--- src/rtl/wb_slave_regfile_if.sv ---
// Wishbone classic bus bundle for the register-file slave.
// The master modport drives the request side; the slave modport drives the termination side.
interface wb_slave_regfile_if #(
  parameter int DATA_WIDTH = 8,
  parameter int ADDR_WIDTH = 8
);
  logic [ADDR_WIDTH-1:0]   adr_i;
  logic [DATA_WIDTH-1:0]   dat_i;
  logic [DATA_WIDTH-1:0]   dat_o;
  logic                    we_i;
  logic [DATA_WIDTH/8-1:0] sel_i;
  logic                    stb_i;
  logic                    cyc_i;
  logic                    ack_o;
  logic                    err_o;

  modport master (
    output adr_i, dat_i, we_i, sel_i, stb_i, cyc_i,
    input  dat_o, ack_o, err_o
  );

  modport slave (
    input  adr_i, dat_i, we_i, sel_i, stb_i, cyc_i,
    output dat_o, ack_o, err_o
  );
endinterface

--- src/rtl/wb_slave_regfile.sv ---
// Wishbone classic register-file slave with byte lanes, programmable wait states,
// read-only protection, error termination on bad addresses and abort on strobe/cycle drop.
module wb_slave_regfile #(
  parameter int                    DATA_WIDTH  = 8,
  parameter int                    ADDR_WIDTH  = 8,
  parameter int                    NUM_REGS    = 4,
  parameter int                    WAIT_STATES = 0,
  parameter logic [NUM_REGS-1:0]   RO_MASK     = '0,
  parameter logic [DATA_WIDTH-1:0] RESET_VALUE = '0
) (
  input  logic                           clk_i,
  input  logic                           rst_i,
  wb_slave_regfile_if.slave              bus,
  output logic [NUM_REGS*DATA_WIDTH-1:0] regs_o
);
  localparam int SEL_WIDTH = DATA_WIDTH / 8;

  typedef enum logic [1:0] {IDLE, WAIT, TERM} state_t;

  state_t                  state;
  state_t                  state_next;
  logic [3:0]              cnt;
  logic [3:0]              cnt_next;
  logic                    req;
  logic                    accept;
  logic                    commit;

  logic [ADDR_WIDTH-1:0]   lat_adr;
  logic [DATA_WIDTH-1:0]   lat_dat;
  logic                    lat_we;
  logic [SEL_WIDTH-1:0]    lat_sel;

  logic [DATA_WIDTH-1:0]   regs [NUM_REGS];
  logic [DATA_WIDTH-1:0]   dat_q;
  logic                    ack_q;
  logic                    err_q;
  logic                    hit;
  logic [DATA_WIDTH-1:0]   rd_data;

  assign req = bus.cyc_i & bus.stb_i;

  // TERM is the single cycle whose closing edge commits the transfer and raises ack/err.
  always_comb begin
    state_next = state;
    cnt_next   = cnt;
    accept     = 1'b0;
    commit     = 1'b0;
    case (state)
      IDLE: begin
        if (req) begin
          accept = 1'b1;
          if (WAIT_STATES == 0) begin
            state_next = TERM;
          end else begin
            state_next = WAIT;
            cnt_next   = 4'(WAIT_STATES);
          end
        end
      end
      WAIT: begin
        if (!req) begin
          state_next = IDLE;
          cnt_next   = '0;
        end else begin
          cnt_next = cnt - 4'd1;
          if (cnt == 4'd1) state_next = TERM;
        end
      end
      TERM: begin
        commit     = 1'b1;
        state_next = IDLE;
      end
      default: state_next = IDLE;
    endcase
  end

  always_ff @(posedge clk_i) begin
    if (rst_i) begin
      state <= IDLE;
      cnt   <= '0;
    end else begin
      state <= state_next;
      cnt   <= cnt_next;
    end
  end

  // Address decode on the latched address; a miss means the transfer ends in err.
  always_comb begin
    hit     = 1'b0;
    rd_data = '0;
    for (int i = 0; i < NUM_REGS; i++) begin
      if (lat_adr == ADDR_WIDTH'(i)) begin
        hit     = 1'b1;
        rd_data = regs[i];
      end
    end
  end

  always_ff @(posedge clk_i) begin
    if (rst_i) begin
      for (int i = 0; i < NUM_REGS; i++) regs[i] <= RESET_VALUE;
      dat_q   <= '0;
      ack_q   <= 1'b0;
      err_q   <= 1'b0;
      lat_adr <= '0;
      lat_dat <= '0;
      lat_we  <= 1'b0;
      lat_sel <= '0;
    end else begin
      ack_q <= 1'b0;
      err_q <= 1'b0;
      if (accept) begin
        lat_adr <= bus.adr_i;
        lat_dat <= bus.dat_i;
        lat_we  <= bus.we_i;
        lat_sel <= bus.sel_i;
      end
      if (commit) begin
        if (hit) begin
          ack_q <= 1'b1;
          if (!lat_we) dat_q <= rd_data;
        end else begin
          err_q <= 1'b1;
          dat_q <= '0;
        end
      end
      // Read-only registers still acknowledge writes but never change.
      for (int i = 0; i < NUM_REGS; i++) begin
        if (commit && lat_we && (lat_adr == ADDR_WIDTH'(i)) && !RO_MASK[i]) begin
          for (int b = 0; b < SEL_WIDTH; b++) begin
            if (lat_sel[b]) regs[i][8*b +: 8] <= lat_dat[8*b +: 8];
          end
        end
      end
    end
  end

  assign bus.dat_o = dat_q;
  assign bus.ack_o = ack_q & req;
  assign bus.err_o = err_q & req;

  for (genvar g = 0; g < NUM_REGS; g++) begin : g_export
    assign regs_o[g*DATA_WIDTH +: DATA_WIDTH] = regs[g];
  end
endmodule

--- src/flat_wrapper.sv ---
// flat-port wrapper written by rule: the top's interface ports become plain ports
module wb_slave_regfile_flat 
#(
  parameter int                    DATA_WIDTH  = 8,
  parameter int                    ADDR_WIDTH  = 8,
  parameter int                    NUM_REGS    = 4,
  parameter int                    WAIT_STATES = 0,
  parameter logic [NUM_REGS-1:0]   RO_MASK     = '0,
  parameter logic [DATA_WIDTH-1:0] RESET_VALUE = '0
)
  (clk_i, rst_i, regs_o, bus_adr_i, bus_dat_i, bus_we_i, bus_sel_i, bus_stb_i, bus_cyc_i, bus_dat_o, bus_ack_o, bus_err_o);
  wb_slave_regfile_if #(.DATA_WIDTH(DATA_WIDTH), .ADDR_WIDTH(ADDR_WIDTH)) bus_i ();
  input  logic clk_i;
  input  logic rst_i;
  output logic [NUM_REGS*DATA_WIDTH-1:0] regs_o;
  input wire logic [$bits(bus_i.adr_i)-1:0] bus_adr_i;
  input wire logic [$bits(bus_i.dat_i)-1:0] bus_dat_i;
  input wire logic [$bits(bus_i.we_i)-1:0] bus_we_i;
  input wire logic [$bits(bus_i.sel_i)-1:0] bus_sel_i;
  input wire logic [$bits(bus_i.stb_i)-1:0] bus_stb_i;
  input wire logic [$bits(bus_i.cyc_i)-1:0] bus_cyc_i;
  output wire logic [$bits(bus_i.dat_o)-1:0] bus_dat_o;
  output wire logic [$bits(bus_i.ack_o)-1:0] bus_ack_o;
  output wire logic [$bits(bus_i.err_o)-1:0] bus_err_o;
  assign bus_i.adr_i = bus_adr_i;
  assign bus_i.dat_i = bus_dat_i;
  assign bus_i.we_i = bus_we_i;
  assign bus_i.sel_i = bus_sel_i;
  assign bus_i.stb_i = bus_stb_i;
  assign bus_i.cyc_i = bus_cyc_i;
  assign bus_dat_o = bus_i.dat_o;
  assign bus_ack_o = bus_i.ack_o;
  assign bus_err_o = bus_i.err_o;
  wb_slave_regfile #(.DATA_WIDTH(DATA_WIDTH), .ADDR_WIDTH(ADDR_WIDTH), .NUM_REGS(NUM_REGS), .WAIT_STATES(WAIT_STATES), .RO_MASK(RO_MASK), .RESET_VALUE(RESET_VALUE)) u_core (.clk_i(clk_i), .rst_i(rst_i), .bus(bus_i), .regs_o(regs_o));
endmodule
--- config.mk ---
export PLATFORM = sky130hd
export DESIGN_NAME = wb_slave_regfile_flat
export DESIGN_NICKNAME = d
export VERILOG_FILES = /design/src/rtl/wb_slave_regfile_if.sv /design/src/rtl/wb_slave_regfile.sv /design/src/flat_wrapper.sv
export SDC_FILE = /design/constraint.sdc
export NUM_CORES = 1
export LEC_CHECK = 0
export CAP_MARGIN = 20
export CORE_MARGIN = 2
export CORE_UTILIZATION = 50
export CTS_BUF_LIST = sky130_fd_sc_hd__clkbuf_4
export DETAILED_ROUTE_END_ITERATION = 10
export PLACE_DENSITY = 0.89
export SLEW_MARGIN = 20
export SYNTH_ARGS = -nofsm -noshare
export SYNTH_HDL_FRONTEND = slang
export SYNTH_SLANG_ARGS = --single-unit
--- constraint.sdc ---
create_clock -name clk_i -period 2.2 [get_ports clk_i]
set_clock_uncertainty 0.1 [all_clocks]
set_input_delay 0.33 -clock clk_i [delete_from_list [all_inputs] [get_ports clk_i]]
set_output_delay 0.33 -clock clk_i [all_outputs]
set_load 0.01 [all_outputs]
==> summary.md, run 1 <==
| Metric | Value |
|---|---|
| Outcome | `finished clean` |
| Worst-Margin Slew | `690.6 ps` |
| Total GRT Usage | `21.84%` |
| FP Rows | `25` |
| Master of the slowest instance on the critical path | `or4_4` |
| Die area | `about 0.0055 sq mm` |
| Sequential Area | `0.001541 sq mm` |
| LEAKAGE | `1.244 nW` |
| Hold_sp | `u_core.bus.dat_o[5]` |
| Setup crit start kind | `flop` |
| Share of cells above drive strength 1 | `under 10%` |
| Port Buf Inserts | `63` |
| Max incr delay on CP | `560 ps` |
| Die extent in y | `74.43 um` |
| PostCTS Resize Cnt | `0` |
| RSZ-0062 raised after global routing | `false` |
| Syn nets | `251` |
| Hold slack | `approximately 370 ps` |
| Avg Synthesized Cell Area | `10.83 sq um` |
| Register bit total from synthesis | `61` |
| Min Clock Period, post-route | `2085 ps` |
| Worst skew pair latency | `380 ps` |
| CP Data Required Time | `2150 ps` |
| Starting density of the core | `52.16%` |
| Mapped Area | `0.002480 sq mm` |
| H-tree levels | `3` |
| CP delay by family, top | `simple AND/OR/NAND/NOR gates` |
| Ports | `between 60 and 70` |
| Slew headroom | `between 50% and 60%` |
| Dpl hpwl | `~4100 um` |
| Maximum Capacitance Violations | `0` |
| Vias per Instance | `5.339` |
| VDD IR-drop max | `between 0.4 and 0.5 mV` |
| RR Endpoint | `u_core.regs[1][5]` |
| R2R depth | `3` |
| Final non-filler cell total | `372` |
| # setup viols final | `0` |
| Share of synthesized registers carrying an async set or reset | `0%` |
| Hold Crit Endpoint | `u_core.bus.dat_o[5]` |
| Remaining global-route overflow | `0` |
| RePlAce Congestion | `0.8398` |
| WP data arrival | `2040 ps` |
| Synth Flop Type | `edfxtp_1` |
| DRT Pass-1 Iters | `4` |
| Vias | `1,986` |
| Post-CTS setup buffers | `0` |
| Drt initial violations | `118` |
| Peak Freq | `479.5 MHz` |
| TritonCTS Sinks | `61` |
| Final period util | `a little over nine tenths` |
| P&R area growth vs syn | `33.90%` |
| Core area | `0.004755 sq mm` |
| Number of buffers created by CTS | `9` |
| Area used by multi-input combinational logic | `883.3 sq um` |
| First-pass GRT wire length | `8673 um` |
| CP Max Fanout | `8` |
| CTS Root Cell | `clkbuf_4` |
| Worst R2R Start | `u_core.lat_adr[7]` |
| Worst-path clk slew | `100 ps` |
| Cell count after synthesis | `229` |
| Largest net degree at the start of global routing | `23` |
| Crit-path cells | `or4_4 -> nor3_1 -> a21o_1` |
| Crit path buffers/inverters | `0` |
| Sequential area share after synthesis | `62.16%` |
| Post-synth EDFFs | `32` |
| Antenna cell count | `0` |
| Critical path class | `flop to flop` |
| CTS Hold Bufs | `0` |
| FILL cells | `393` |
| TNS Setup | `0 ps` |
| Worst reg2reg setup slack | `between 100 and 150 ps` |
| Per-cell routed wire length | `14.83 um` |
| Nets | `~320` |
| CTS tree | `yes` |
| CP Depth | `3` |
| Residual DRC | `0` |
| Die Wd | `74.43 um` |
| Post-route cell area | `0.003321 sq mm` |
| Initial antenna violation count | `0` |
| Placed Area | `0.003214 sq mm` |
| Max-slew violations | `0` |
| WHS Path Cells | `1` |
| Vias in the first global route | `1,901` |
| Final ANT Viol Nets | `0` |
| Worst setup EP type | `flop` |
| Power Density | `635.1 mW/mm^2` |
| Hold Violations, Final | `0` |
| Hold/Removal Path Class | `flop to flop` |
| Total routed wirelength | `5516 um` |
| Clock buffer depth | `2` |
| Synth cell types | `26` |
| Yosys Warn Count | `0` |
| DP Cell Count | `356` |
## flip-flops by register name (all words and copies together) (netlist names)
name              cells
u_core.regs          32
u_core.bus.dat_o      8
u_core.lat_adr        8
u_core.lat_we         1
u_core.lat_dat        8
u_core.err_q          1
u_core.ack_q          1
u_core.state          1
u_core.lat_sel        1
## cell usage after synthesis (4+ instances only)
master | count | area [sq um]
and2_1 | 16 | 100.1
o2bb2ai_1 | 8 | 70.07
o21ai_0 | 24 | 120.1
a21oi_1 | 18 | 90.09
and3_1 | 19 | 118.9
dfxtp_1 | 29 | 580.6
clkbuf_1 | 10 | 37.54
edfxtp_1 | 32 | 960.9
nor2_1 | 6 | 22.52
nand2_1 | 36 | 135.1
mux2i_1 | 8 | 80.08
nor3_1 | 4 | 20.02
## cells in the final DEF (no fill, tap or decap), drive strengths merged
master,count
clkdlybuf4s50,63
nand2,36
edfxtp,32
dfxtp,29
o21ai,24
and3,20
a21oi,18
and2,16
clkbuf,12
buf,9
mux2i,8
o2bb2ai,8
nor2,6
nor3,4
clkinv,4
nand4,2
nand3,2
a21o,2
inv,2
nor4,2
o21bai,1
or4,1
a31o,1
a31oi,1
nand3b,1
or3,1
## per-stage QoR
stage	setup WS [ps]	util (%)	total power, mW
finish	114.6	69.84	2.109
global route	63.59	69.84	2.210
CTS	130.7	69.84	2.124
detailed placement	83.13	67.61	1.516
global placement	134.7	67.61	1.508
floorplan	330.7	-	1.392
## layout make-up
cell class | count | share of cell area, %
Clock buffer | 12 | 2.713
Clock inverter | 4 | 0.4898
Inverter | 2 | 0.2261
Multi-Input combinational cell | 154 | 26.60
Sequential cell | 61 | 46.42
Tap cell | 67 | 2.524
Timing Repair Buffer | 72 | 21.02
## power breakdown
part           switching (mW)  internal [mW]  total [mW]  leakage (nW)
combinational           0.110          0.115       0.225         0.614
sequential             0.0335           1.23        1.27         0.567
clock                   0.359          0.259       0.618        0.0638
total                   0.503           1.61        2.11          1.24
## layer usage
| layer | GRT usage (%) | vias up | wire length (um) |
|---|---|---|---|
| met4 | 11.11 | 0 | 180 |
| met5 | 0 | - | 0 |
| met1 | 23.70 | 910 | 2187 |
| met2 | 36.77 | 86 | 2795 |
| met3 | 8.943 | 17 | 353 |
| li1 | - | 973 | - |
## cell families (layout without fill, tap and decap cells)
logic type,Yosys count,count (layout),share of synthesized area [%]
and+or+nand+nor,91,91,19.58
buffers and inverters,14,90,2.220
muxes,8,8,3.229
DFF,61,61,62.16
AOI/OAI and AO/OA,55,55,12.82
## how the worst max path moves through the flow
| stage | start | to | slack, ps |
|---|---|---|---|
| 6_report | u_core.lat_adr[7] | u_core.regs[1][5] | 110 |
| 2_1_floorplan | u_core.lat_adr[7] | u_core.regs[3][0] | 330 |
| 3_5_place_dp | rst_i | u_core.regs[3][1] | 80 |
| 3_3_place_gp | rst_i | u_core.regs[3][0] | 130 |
| 4_1_cts | u_core.lat_adr[7] | u_core.regs[1][5] | 130 |
| 5_1_grt | u_core.lat_adr[7] | u_core.regs[0][1] | 60 |
No activity file was read; power rests on OpenSTA's default activity.
==> inputs of run 2 (changes only) <==
--- a/config.mk
+++ b/config.mk
@@ -11,7 +11,7 @@
 export CTS_BUF_LIST = sky130_fd_sc_hd__clkbuf_4
 export DETAILED_ROUTE_END_ITERATION = 10
 export PLACE_DENSITY = 0.89
-export SLEW_MARGIN = 20
+export SLEW_MARGIN = 30
 export SYNTH_ARGS = -nofsm -noshare
 export SYNTH_HDL_FRONTEND = slang
 export SYNTH_SLANG_ARGS = --single-unit
==> results of run 2 <==
Same layout as run 1: the final DEF is identical, and so are final timing and power.
==> inputs of run 3 (changes only) <==
==> constraint.sdc (replaced) <==
create_clock -name clk_i -period 2.2 [get_ports clk_i]
set_clock_uncertainty 0.1 [all_clocks]
set_input_delay 0.22 -clock clk_i [delete_from_list [all_inputs] [get_ports clk_i]]
set_output_delay 0.22 -clock clk_i [all_outputs]
set_load 0.01 [all_outputs]
==> summary.md, run 3 (same netlist as run 1, synthesis figures left out) <==
| Metric | Value |
|---|---|
| Outcome | `finished clean` |
| Die Wd | `74.43 um (unchanged)` |
| Max-slew violations | `0 (unchanged)` |
| Ports | `64 (unchanged)` |
| Slew headroom | `52.56% (-1.3 points)` |
| # setup viols final | `0 (unchanged)` |
| Total GRT Usage | `21.71% (-0.13 points)` |
| Post-CTS setup buffers | `0 (unchanged)` |
| Die area | `0.005539 sq mm (unchanged)` |
| CTS tree | `yes` |
| Total routed wirelength | `5466 um (-0.91%)` |
| PostCTS Resize Cnt | `0 (unchanged)` |
| WP data arrival | `2030 ps (about the same)` |
| FP Rows | `25 (unchanged)` |
| DRT Pass-1 Iters | `4 (unchanged)` |
| Initial antenna violation count | `0 (unchanged)` |
| Core area | `0.004755 sq mm (unchanged)` |
| Peak Freq | `487.0 MHz (+1.6%)` |
| TNS Setup | `0 ps (unchanged)` |
| CP Data Required Time | `2180 ps (+30 ps)` |
| FILL cells | `378 (-3.8%)` |
| Most frequent cells in the layout | `63 x clkdlybuf4s50_1, 36 x nand2_1, 32 x edfxtp_1` |
| Hold slack | `256.4 ps (-115.1 ps)` |
| Vias | `2,004 (+0.91%)` |
| CTS Root Cell | `clkbuf_4` |
| Final non-filler cell total | `371 (-0.27%)` |
| Dpl hpwl | `4043 um (-1.0%)` |
| Worst setup EP type | `flop` |
| Worst-Margin Slew | `706.1 ps (+15.56 ps)` |
| Clock buffer depth | `2 (unchanged)` |
| First-pass GRT wire length | `8618 um (-0.63%)` |
| Worst slack, placed | `96.45 ps (+13.32 ps)` |
| Power Density | `668.0 mW/mm^2 (+5.2%)` |
| DP Cell Count | `355 (-0.28%)` |
| Residual DRC | `0 (unchanged)` |
| Master of the slowest instance on the critical path | `or4_4` |
| RePlAce Congestion | `0.8677 (+3.3%)` |
| Largest net degree at the start of global routing | `20 (-13%)` |
| Sequential Area | `0.001541 sq mm (unchanged)` |
| Post-route cell area | `0.003338 sq mm (+0.53%)` |
| Placed Area | `0.003207 sq mm (-0.23%)` |
| Hold Violations, Final | `0 (unchanged)` |
| Share of cells above drive strength 1 | `8.882% (+0.029 points)` |
| Area used by multi-input combinational logic | `883.3 sq um (unchanged)` |
| Final Power | `2.230 mW (+5.7%)` |
| CP Max Fanout | `8 (unchanged)` |
| Number of flip-flops in the largest register | `32 (unchanged)` |
| Worst reg2reg setup slack | `150 ps (+30 ps)` |
| Number of buffers created by CTS | `9 (unchanged)` |
| Per-cell routed wire length | `14.73 um (-0.64%)` |
| Vias per Instance | `5.402 (+1.2%)` |
| Port Buf Inserts | `63 (unchanged)` |
| Crit-path cells | `or4_4 -> nor3_1 -> a21o_1` |
| Final WS setup | `146.7 ps (+32.13 ps)` |
| VDD IR-drop max | `0.4349 mV (+2.5%)` |
| LEAKAGE | `1.251 nW (+0.53%)` |
| Setup crit start kind | `flop` |
| Critical path class | `flop to flop` |
| Nets | `321 (-0.31%)` |
| Final ANT Viol Nets | `0 (unchanged)` |
| Min Clock Period, post-route | `2053 ps (-32.13 ps)` |
| CTS Hold Bufs | `0 (unchanged)` |
| P&R area growth vs syn | `34.61%` |
| Drt initial violations | `156 (+32%)` |
| TritonCTS Sinks | `61 (unchanged)` |
| Vias in the first global route | `1,825 (-4.0%)` |
| Hold/Removal Path Class | `input pin to flop` |
| Max incr delay on CP | `550 ps (about the same)` |
| Starting density of the core | `52.16% (unchanged)` |
| RSZ-0062 raised after global routing | `false` |
| Worst-path clk slew | `100 ps (about the same)` |
| Antenna cell count | `0 (unchanged)` |
| Die extent in y | `74.43 um (unchanged)` |
| Remaining global-route overflow | `0 (unchanged)` |
| Final period util | `93.33% (-1.5 points)` |
| Most common cell after layout, fill and taps aside | `clkdlybuf4s50_1` |
| H-tree levels | `3 (unchanged)` |
| Worst skew pair latency | `400 ps (+20 ps)` |
| Final Util | `70.21% (+0.37 points)` |
| Biggest register | `u_core.regs` |
| Maximum Capacitance Violations | `0 (unchanged)` |
## run 3: cell types whose count changed in the layout (fill, tap and decap cells not counted)
cell,change
inv_4,+2
clkinv_1,-1
bufinv_16,+1
buf_4,-1
clkbuf_4,-3
clkinv_4,+1
## run 3: path summary, 6_finish.rpt
check	startpoint	to	depth (start not counted)
max	u_core.lat_adr[7]	u_core.regs[0][7]	3
min	bus_dat_i[0]	u_core.lat_dat[0]	3
max reg2reg	u_core.lat_adr[7]	u_core.regs[0][7]	3
min reg2reg	u_core.bus.dat_o[5]	u_core.bus.dat_o[5]	1
## run 3: layout make-up
cell class,instances,share of cell area [%]
clock buffers,9,2.024
inverters,2,0.2249
well taps,67,2.511
multi-input cells,154,26.46
flip-flops and latches,61,46.18
repair buffers,71,20.69
clock inverters,7,1.912
## run 3: worst max-delay path: cells and delay by family (launching register included)
| kind | cells | cell delay [ps] |
|---|---|---|
| compound gates | 1 | 370 |
| simple gates | 2 | 910 |
| flops | 1 | 340 |
## run 3: per-layer routing
metal  global-route usage [%]  share of wire (%)  up-vias
met2                    34.91                 49      108
met5                        0                  0        -
li1                         -                  -      965
met4                    12.30                4.0        0
met3                    7.588                7.9       19
met1                    25.33                 39      912
## run 3: report_power, final
group / internal (mW) / leakage [nW] / switching [mW]
registers: 1.23 / 0.567 / 0.0343
logic: 0.114 / 0.608 / 0.109
clock network: 0.340 / 0.0756 / 0.401
total: 1.69 / 1.25 / 0.544
